`config.mk`:
```
export PLATFORM = sky130hd
export DESIGN_NAME = pulse_sched
export DESIGN_NICKNAME = d
export VERILOG_FILES = /design/src/rtl/pulse_sched_pkg.sv /design/src/rtl/pulse_sched_rr_arb.sv /design/src/rtl/pulse_sched.sv
export SDC_FILE = /design/constraint.sdc
export NUM_CORES = 1
export LEC_CHECK = 0
export CAP_MARGIN = 20
export CORE_ASPECT_RATIO = 0.6
export CORE_MARGIN = 4
export CORE_UTILIZATION = 35
export CTS_CLUSTER_SIZE = 10
export DETAILED_ROUTE_END_ITERATION = 8
export HOLD_SLACK_MARGIN = 0.15
export PLACE_DENSITY_LB_ADDON = 0.2
export REMOVE_ABC_BUFFERS = 1
export SLEW_MARGIN = 20
export SYNTH_ARGS = -nofsm -noshare
export SYNTH_HDL_FRONTEND = slang
export SYNTH_SLANG_ARGS = --single-unit
```
`constraint.sdc`:
```
create_clock -name clk -period 6.2 [get_ports clk]
set_clock_uncertainty 0.1 [all_clocks]
set_input_delay 1.24 -clock clk [delete_from_list [all_inputs] [get_ports clk]]
set_output_delay 1.24 -clock clk [all_outputs]
set_load 0.02 [all_outputs]
```
`src/rtl/pulse_sched_pkg.sv`:
```
// Shared types and helpers for the pulse scheduler that feeds a toggle/XOR pulse synchronizer.
package pulse_sched_pkg;

  typedef enum logic [1:0] {
    ST_IDLE  = 2'd0,
    ST_ISSUE = 2'd1,
    ST_GAP   = 2'd2
  } state_t;

  // Smallest legal pulse spacing; one cycle of ISSUE plus at least one cycle of GAP.
  localparam int GAP_MIN = 2;

  function automatic int idx_w(input int n);
    return (n > 1) ? $clog2(n) : 1;
  endfunction

endpackage

```
`src/rtl/pulse_sched_rr_arb.sv`:
```
// Combinational round-robin pick: first set bit of i_pend at or after i_ptr, wrapping modulo NREQ.
module pulse_sched_rr_arb
  import pulse_sched_pkg::*;
#(
  parameter int NREQ = 4,
  parameter int IDXW = idx_w(NREQ)
) (
  input  logic [NREQ-1:0] i_pend,
  input  logic [IDXW-1:0] i_ptr,
  output logic [NREQ-1:0] o_gnt,
  output logic [IDXW-1:0] o_idx,
  output logic            o_vld
);

  always_comb begin
    int j;
    j     = 0;
    o_gnt = '0;
    o_idx = '0;
    o_vld = 1'b0;
    for (int k = 0; k < NREQ; k++) begin
      j = int'(i_ptr) + k;
      if (j >= NREQ) j = j - NREQ;
      if (!o_vld && i_pend[j]) begin
        o_vld    = 1'b1;
        o_gnt[j] = 1'b1;
        o_idx    = IDXW'(j);
      end
    end
  end

endmodule

```
`src/rtl/pulse_sched.sv`:
```
// Round-robin scheduler that serialises request events onto one pulse-synchronizer channel,
// holding off each pulse until GAP cycles after the previous one so toggles never merge.
module pulse_sched
  import pulse_sched_pkg::*;
#(
  parameter  int NREQ = 4,
  parameter  int GAP  = 6,
  localparam int IDXW = idx_w(NREQ)
) (
  input  logic            clk,
  input  logic            rst,
  input  logic [NREQ-1:0] req,
  input  logic            clr_ovf,
  output logic            pulse_o,
  output logic [IDXW-1:0] sel_o,
  output logic [NREQ-1:0] ack_o,
  output logic [NREQ-1:0] pend_o,
  output logic            busy_o,
  output logic [NREQ-1:0] ovf_o
);

  localparam int CW = $clog2(GAP + 1);

  if (GAP < GAP_MIN || NREQ < 2 || NREQ > 16) begin : g_bad_param
    $error("pulse_sched: GAP must be >= 2 and NREQ within 2..16");
  end

  state_t          r_state;
  state_t          w_state_nxt;
  logic [NREQ-1:0] r_pend;
  logic [NREQ-1:0] r_ovf;
  logic [NREQ-1:0] r_ack;
  logic [IDXW-1:0] r_ptr;
  logic [IDXW-1:0] r_sel;
  logic            r_pulse;
  logic [CW-1:0]   r_gap_cnt;

  logic [NREQ-1:0] w_arb_gnt;
  logic [IDXW-1:0] w_idx;
  logic            w_vld;
  logic            w_issue;
  logic [NREQ-1:0] w_clr;
  logic [IDXW-1:0] w_ptr_nxt;

  pulse_sched_rr_arb #(
    .NREQ (NREQ),
    .IDXW (IDXW)
  ) u_arb (
    .i_pend (r_pend),
    .i_ptr  (r_ptr),
    .o_gnt  (w_arb_gnt),
    .o_idx  (w_idx),
    .o_vld  (w_vld)
  );

  always_comb begin
    w_state_nxt = r_state;
    w_issue     = 1'b0;
    case (r_state)
      ST_IDLE: begin
        if (w_vld) begin
          w_issue     = 1'b1;
          w_state_nxt = ST_ISSUE;
        end
      end
      ST_ISSUE: w_state_nxt = ST_GAP;
      ST_GAP: begin
        // Last GAP cycle: issue straight away so saturated spacing is exactly GAP.
        if (r_gap_cnt == CW'(1)) begin
          if (w_vld) begin
            w_issue     = 1'b1;
            w_state_nxt = ST_ISSUE;
          end else begin
            w_state_nxt = ST_IDLE;
          end
        end
      end
      default: w_state_nxt = ST_IDLE;
    endcase
  end

  assign w_clr     = w_issue ? w_arb_gnt : '0;
  assign w_ptr_nxt = (w_idx == IDXW'(NREQ - 1)) ? '0 : w_idx + IDXW'(1);

  always_ff @(posedge clk) begin
    if (rst) r_state <= ST_IDLE;
    else     r_state <= w_state_nxt;
  end

  // A new event on the bit being granted re-arms it; otherwise a repeat is merged and flagged.
  always_ff @(posedge clk) begin
    if (rst) begin
      r_pend <= '0;
      r_ovf  <= '0;
    end else begin
      r_pend <= (r_pend & ~w_clr) | req;
      r_ovf  <= (clr_ovf ? '0 : r_ovf) | (req & r_pend & ~w_clr);
    end
  end

  always_ff @(posedge clk) begin
    if (rst) begin
      r_pulse   <= 1'b0;
      r_ack     <= '0;
      r_sel     <= '0;
      r_ptr     <= '0;
      r_gap_cnt <= '0;
    end else begin
      r_pulse <= w_issue;
      r_ack   <= w_clr;
      if (w_issue) begin
        r_sel     <= w_idx;
        r_ptr     <= w_ptr_nxt;
        r_gap_cnt <= CW'(GAP - 1);
      end else if (r_state == ST_GAP) begin
        r_gap_cnt <= r_gap_cnt - CW'(1);
      end
    end
  end

  assign pulse_o = r_pulse;
  assign sel_o   = r_sel;
  assign ack_o   = r_ack;
  assign pend_o  = r_pend;
  assign ovf_o   = r_ovf;
  assign busy_o  = (r_state != ST_IDLE);

endmodule

```
======== Word level (Yosys, flattened, before mapping) ========
Cells that the tools add are included.
storage, ports and cells
  bits in registers ....................... 22
  input port bits ......................... 7
  output and inout bits ................... 16
operators by class
  add/sub/neg operators ................... 9
  magnitude comparators ................... 12
  equality and inequality tests ........... 6
  muxes and demuxes ....................... 48
  bitwise operators ....................... 9
  reductions and logical operators ........ 15
operators with widths
  cell                                                                                   count
  32-bit by 1-bit greater-or-equal comparator with 1-bit output (second input constant)  4
  32-bit by 4-bit < comparator with 1-bit output (second input constant)                 4
  32-bit 2-to-1 mux                                                                      4
  32-bit by 4-bit greater-or-equal comparator with 1-bit output (second input constant)  3
  32-bit by 4-bit subtractor with 32-bit output (second input constant)                  3
  4-bit 2-to-1 mux                                                                       6
  4-bit OR                                                                               5
  1-bit 2-to-1 mux                                                                       19
  2-bit 2-to-1 mux                                                                       7
  4-bit AND                                                                              3
  1-bit binary-select mux with 2-bit select                                              4
  1-bit demux with 2-bit select                                                          4
  1-bit logical AND                                                                      7
  2-bit by 2-bit adder with 3-bit output (second input constant)                         2
  3-bit 2-to-1 mux                                                                       2
  2-bit case mux with 3 select lines                                                     1
  2-bit equality test (second input constant)                                            2
  4-bit inverter                                                                         1
  2-bit nonzero test                                                                     2
  2-bit by 3-bit subtractor with 4-bit output (second input constant)                    1
  2-bit by 1-bit adder with 3-bit output (second input constant)                         1
  3-bit by 1-bit equality test with 1-bit output (second input constant)                 1
  2-bit by 3-bit greater-or-equal comparator with 1-bit output (second input constant)   1
  1-bit zero test                                                                        3
  other kinds (9)                                                                        9

======== Longest topological paths before layout ========
Gate-level depths: netlist of run 1.
  depth in word-level cells ............... 22
  mapped depth ............................ 12

======== Cells and area by module ========
Synthesis of run 1 repeated with hierarchy kept, for this count alone.
unflattened totals
  cells, all modules ...................... 146
  area, all modules ....................... 1413.9 µm²
by module, submodules not included
  module              times used  cells an instance  area an instance (µm²)  seq. area each (µm²)
  pulse_sched         1           98                 953.4                   440.4
  pulse_sched_rr_arb  1           48                 460.4                   0.0

======== Worst setup path after synthesis of run 1 ========
Ideal clock, no wire load.
  path type ............................... register to register
  from .................................... register r_ptr[0]
  to ...................................... register r_ptr[1]
  setup time .............................. 131 ps
  data arrival time ....................... 2617 ps
  path slack .............................. 3352 ps
  cell stages (with the launch flop) ...... 13
  buffers on the path ..................... 2
  cells stage by stage .................... dfxtp_1 buf_2 inv_2 ha_1 buf_6 or3b_1 a2111o_1 nand3_2 nor2_1 nor3_1 ha_1 nand2_1 a21oi_1
on the way
  elaborated cells on any way between the ends .. 47
  those cells by class .................... 8 x add/sub; 4 x order compare; 1 x eq/ne; 28 x mux; 6 x reduce/logical
RTL lines
  item                                                                                    line                      RTL
  start, declared                                                                         pulse_sched.sv:33         logic [IDXW-1:0] r_ptr;
  start signal, assigned                                                                  pulse_sched.sv:113        r_ptr <= w_ptr_nxt;
  branches (longest 14 deep; another with 32-bit by 4-bit subtractor with 32-bit output)  --
  2-bit 2-to-1 mux *                                                                      pulse_sched_rr_arb.sv:24  if (!o_vld && i_pend[j]) begin
  net u_arb.o_idx[1]                                                                      pulse_sched_rr_arb.sv:11  output logic [IDXW-1:0] o_idx,
  2-bit by 1-bit adder with 2-bit output / 2-bit equality test (equally long branches)    pulse_sched.sv:83         assign w_ptr_nxt = (w_idx == IDXW'(NREQ - 1)) ? '0 : w_idx + IDXW'(1);
  2-bit 2-to-1 mux *                                                                      pulse_sched.sv:83
  net w_ptr_nxt[1]                                                                        pulse_sched.sv:43         logic [IDXW-1:0] w_ptr_nxt;
Mark *: on every way through the listed nets, which the timed path passes. The select of a mux whose other input is x is not followed.
A chain may end at the register's enable or synchronous reset.

======== Worst setup path after layout of run 1 ========
Ends and elaborated chain as after synthesis.

==> results.yml, run 1 <==
sta:
  rsz0062_at_grt: "no"
  fin_tns_setup_ns: 0
  hold_viol: 0
  period_share: 0.518
  max_freq_ghz: 0.311
  min_period_ns: 3.21
  slew_violations: 0
  timing.final.ws_setup_ns: 2.99
  tightest_slew_ns: 0.618
  slew_headroom: 0.587
  setup_violations: 0
floorplan:
  io_pins: 23
  die-area_um2: 5110
  start_util: 0.372
  die_h_um: 57.0
  row_count: 17
  core_um2: 3760
  die_x_um: 89.6
global_routing:
  grt_overflow_total: 0
  grt_antenna_before_repair: 0
  grt_max_degree: 19
  grt_pass1_wl_mm: 6.15
  grt_pass1_vias: 1201
  grt_util_all_layers: 0.154
critical_path:
  worstSetupPathDepth: 10
  arrival_ns: 3.24
  critPathTopFamily: "simple AND/OR/NAND/NOR gates"
  criticalPathCategory: "flip-flop to flip-flop"
  r2r-start: "r_ptr[0]"
  rr_worst_depth: 10
  slowest_stage: "dfxtp_1"
  critPathCaptureType: "flip-flop"
  crit_start: "r_ptr[0]"
  path_buf_inv: 1
  critPathMaxStageDelay_ns: 0.70
  worstPathRequired_ns: 6.23
  cp_common_cell: "ha_1"
  worstSetupStartpointType: "flip-flop"
  critical_path.max_fanout: 15
  worstPathCellList: "inv_2 > ha_1 > or3b_1 > a2111o_1 > nand3_2 > nor2_1 > nor3_1 > ha_1 > nand2_1 > a21oi_1"
clock_network:
  ctsResizeCount: 0
  cts-hold-fix-buffers: 0
  clk_latency_ns: 0.26
  numClockSinks: 22
  clk_pin_slew_ns: 0.08
  cts_htree_levels: 1
  cts-root-buf: "clkbuf_8"
  postCtsSetupBuffers: 0
  cts_made_buffers: 3
  cts_max_path_buffers: 2
  cts_tree: "done"
synthesis:
  synth-async-reset-ratio: 0
  yosys.area.top_type_share: 0.315
  synthCells: 162
  syn_area_per_cell_um2: 8.63
  yosysWarnings: 0
  seq_area_frac_synth: 0.315
  synth_cell_types: 43
  synth_edf_count: 0
  synth_area_leaders: "dfxtp_1 31%, ha_1 7.2%, nor2_1 5.4%, a31o_2 3.8%, mux2i_1 3.6%"
  yosys.area.top_type: "dfxtp_1"
  ys_ff_latch: 22
  ys.flop_type: "dfxtp_1"
  synth_area_um2: 1400
final_layout:
  drive_above_1_share: 0.113
  area_growth_pct: 20.6
  final_net_count: 193
  final_cell_mix: "22 x dfxtp_1, 22 x clkdlybuf4s50_1, 20 x nor2_1"
  multi_input_area_um2: 870
  seqCellArea_um2: 440
  postLayoutCellArea_um2: 1690
  num-fill-cells: 369
  antenna_cells: 0
  stdcell_count: 224
placement:
  post-dp-hpwl_mm: 2.81
  dp_cells: 220
  io_buffer_count: 22
  globalplace.congestion: 0.827
  post-place-ws_ns: 3.01
  placed_cell_area_um2: 1620
status:
  status: "complete, no violations"
worst_hold_path:
  whs_path_depth: 2
  hold_start: "ovf_o[3]"
  hold_path_class: "flip-flop to flip-flop"
detailed_routing:
  routed_via_density: 5.77
  drt_iter0_markers: 60
  drc: 0
  avgRoutedWirePerCell_um: 16.4
  via_count: 1292
  routed_wl_mm: 3.67
  postRouteAntennaNets: 0
  firstDrtPassIters: 4
run:
  cap_viol_max_count: 0
power_and_ir_drop:
  power_density_nw_per_um2: 556
  p_leak_nw: 0.648
  ir_drop_uv: 266
  p_total_mw: 0.938
[worst paths after layout]
path,endpoint,slack [ns]
worst max register to register,r_ptr[1],2.99
worst min register to register,ovf_o[3],0.37
worst max-delay path,r_ptr[1],2.99
worst min-delay path,ovf_o[3],0.37
[cell usage after synthesis, drive strengths merged, types with 4 or more instances]
library cell / instances
dfxtp: 22
nor2: 20
nand3: 11
a21oi: 9
ha: 8
buf: 7
inv: 7
nand2: 7
a31o: 6
mux2i: 5
a22o: 4
clkbuf: 4
o21a: 4
o221ai: 4
[routing by layer]
metal / up-vias / part of all wire / track usage
li1: 627 / - / -
met1: 614 / 0.51 / 0.238
met2: 45 / 0.42 / 0.214
met3: 6 / 0.061 / 0.0375
met4: 0 / 0.011 / 0.0340
met5: - / 0 / 0
[metrics by stage]
| stage | utilization | hold WS (ns) |
|---|---|---|
| detailed placement | 0.429 | 0.355 |
| global route | 0.448 | 0.413 |
| finish | 0.448 | 0.372 |
| global placement | 0.429 | 0.362 |
| CTS | 0.448 | 0.374 |
| floorplan | - | 0.376 |
[worst min-delay path, cell delays in order, from the launching register on]
cell       delay [ns]
dfxtp_1          0.33
a2bb2oi_1        0.06
o31ai_1          0.05
[power by group]
| part | leakage [nW] | switching [mW] | internal (mW) | total [mW] |
|---|---|---|---|---|
| combinational | 0.430 | 0.301 | 0.233 | 0.534 |
| clock | 0.0357 | 0.0471 | 0.0863 | 0.133 |
| sequential | 0.182 | 0.0772 | 0.193 | 0.270 |
[cells by family (layout without fill, tap and decap cells)]
kind of cell / Yosys count / after routing / synth area share
and+or+nand+nor: 61 / 61 / 0.220
AOI/OAI and AO/OA: 45 / 45 / 0.266
adders and majority gates: 8 / 8 / 0.0716
buffers and inverters: 18 / 33 / 0.0635
DFF: 22 / 22 / 0.315
xor gates and xnor gates: 2 / 2 / 0.0125
muxes: 6 / 6 / 0.0519
[final cells by class]
class                      count  area share
multi-input combinational    122       0.516
sequential                    22       0.261
timing repair buffer          22       0.131
tap                           47      0.0349
clock buffer                   3      0.0245
clock inverter                 1      0.0178
inverter                       7      0.0156
[sequential cells by signal (all words and copies together), names as in the netlist]
register / cells
r_state: 2
sel_o: 2
r_ptr: 2
pulse_o: 1
ack_o: 4
pend_o: 4
ovf_o: 4
r_gap_cnt: 3
Power figures use the tool's default switching activity.
==> run 2, diff against run 1 <==
==> constraint.sdc (replaced) <==
create_clock -name clk -period 2.7 [get_ports clk]
set_clock_uncertainty 0.1 [all_clocks]
set_input_delay 0.54 -clock clk [delete_from_list [all_inputs] [get_ports clk]]
set_output_delay 0.54 -clock clk [all_outputs]
set_load 0.02 [all_outputs]
==> run 2 against run 1 <==
  * Via count is essentially flat
  * Sequential share of layout area shrank 0.90 points
  * Setup slack lost 2.8 ns
  * Design area grew 3.6%
  * Critical endpoint unchanged
==> results.yml, run 2 (synthesis results as in run 1) <==
clock_network:
  cts-root-buf: "clkbuf_8"
  clk_pin_slew_ns: 0.08
  cts_max_path_buffers: 2
  numClockSinks: 22
  cts_tree: "done"
  clk_latency_ns: 0.26
  cts_made_buffers: 3
  ctsResizeCount: 0
  cts-hold-fix-buffers: 0
  postCtsSetupBuffers: 0
  cts_htree_levels: 1
sta:
  period_share: 0.931
  setup_violations: 0
  hold_viol: 0
  tightest_slew_ns: 0.514
  rsz0062_at_grt: "no"
  slew_headroom: 0.657
  min_period_ns: 2.51
  holdWs_ns: 0.394
  fin_tns_setup_ns: 0
  max_freq_ghz: 0.398
  slew_violations: 0
global_routing:
  grt_overflow_total: 0
  met2_usage: 0.206
  grt_pass1_wl_mm: 6.10
  grt_max_degree: 15
  grt_util_all_layers: 0.152
  use_met1: 0.241
  grt_antenna_before_repair: 0
  grt_busiest_layer: "met1"
  met3_usage: 0.0375
  grt_pass1_vias: 1186
power_and_ir_drop:
  p_total_mw: 2.23
  p_leak_nw: 0.687
  ir_drop_uv: 450
  p_sw_mw: 0.998
  power_density_nw_per_um2: 1280
  swShare: 0.448
  pwr-share-comb: 0.605
  pwr-share-seq: 0.257
  power.internal_mw: 1.23
  clock_power_share: 0.138
detailed_routing:
  via_count: 1293
  postRouteAntennaNets: 0
  drc: 0
  avgRoutedWirePerCell_um: 16.1
  routed_wl_mm: 3.73
  routed_via_density: 5.57
  firstDrtPassIters: 4
  drt_iter0_markers: 111
floorplan:
  die_x_um: 89.6
  io_pins: 23
  core_um2: 3760
  die_h_um: 57.0
  row_count: 17
  die-area_um2: 5110
  start_util: 0.372
final_layout:
  drive_above_1_share: 0.151
  area_growth_pct: 24.9
  postLayoutCellArea_um2: 1750
  final_cell_mix: "22 x dfxtp_1, 22 x clkdlybuf4s50_1, 20 x nor2_1"
  fin_util: 0.464
  antenna_cells: 0
  final_net_count: 201
placement:
  placed_cell_area_um2: 1680
  post-dp-hpwl_mm: 2.90
  globalplace.congestion: 0.842
  io_buffer_count: 22
critical_path:
  worstPathRequired_ns: 2.75
  arrival_ns: 2.57
  criticalPathCategory: "flip-flop to flip-flop"
  worstSetupStartpointType: "flip-flop"
  critical_path.max_fanout: 5
  critPathCaptureType: "flip-flop"
run:
  cap_viol_max_count: 0
status:
  status: "complete, no violations"
worst_hold_path:
  hold_path_class: "flip-flop to flip-flop"
run 2: changes by cell type in the layout (fill, tap and decap cells not counted):
cell,before,now
buf_4,0,8
run 2: area by class of cell:
| type | count | area, um2 |
|---|---|---|
| multi-input cells | 122 | 870 |
| inverters | 7 | 26.3 |
| clock buffers | 3 | 41.3 |
| flip-flops and latches | 22 | 440 |
| clock inverters | 1 | 30.0 |
| fillers | 381 | 2020 |
| repair buffers | 30 | 280 |
| well taps | 47 | 58.8 |
run 2: worst max-delay path, stage by stage (launching register included):
cell and delay, ns:
dfxtp_1 0.33, inv_1 0.08, ha_1 0.29, or3b_1 0.37, a2111o_1 0.42, nand3_2 0.13, nor2_1 0.09, nor3_1 0.21
ha_1 0.27, nand2_1 0.06, a21oi_1 0.06
run 2: power by group through the flow:
| stage | logic, mW | clock network [mW] | registers [mW] |
|---|---|---|---|
| after floorplan | 0.739 | 0 | 0.679 |
| after detailed placement | 1.33 | 0 | 0.578 |
| after CTS | 1.34 | 0.314 | 0.572 |
| final | 1.35 | 0.308 | 0.573 |
| after global placement | 1.30 | 0 | 0.573 |
| after global routing | 1.46 | 0.324 | 0.594 |
run 2: final timing paths:
path	startpoint	end	depth (start not counted)	slack [ns]
worst max-delay path	r_ptr[1]	r_ptr[1]	10	0.19
worst min-delay path	ovf_o[3]	ovf_o[3]	2	0.39
worst min register to register	ovf_o[3]	ovf_o[3]	2	0.39
worst max register to register	r_ptr[1]	r_ptr[1]	10	0.19
run 2: metrics by stage:
step           instances  worst slack, ns
6_report             232            0.186
3_3_place_gp         228            0.277
5_1_grt              232           0.0474
2_1_floorplan        151           -0.145
4_1_cts              232            0.169
3_5_place_dp         228            0.182
run 2: routing by layer:
layer  vias up  wire, um
met1       608      1960
met5         -         0
met3         4       251
met2        40      1500
met4         0        24
li1        641         -
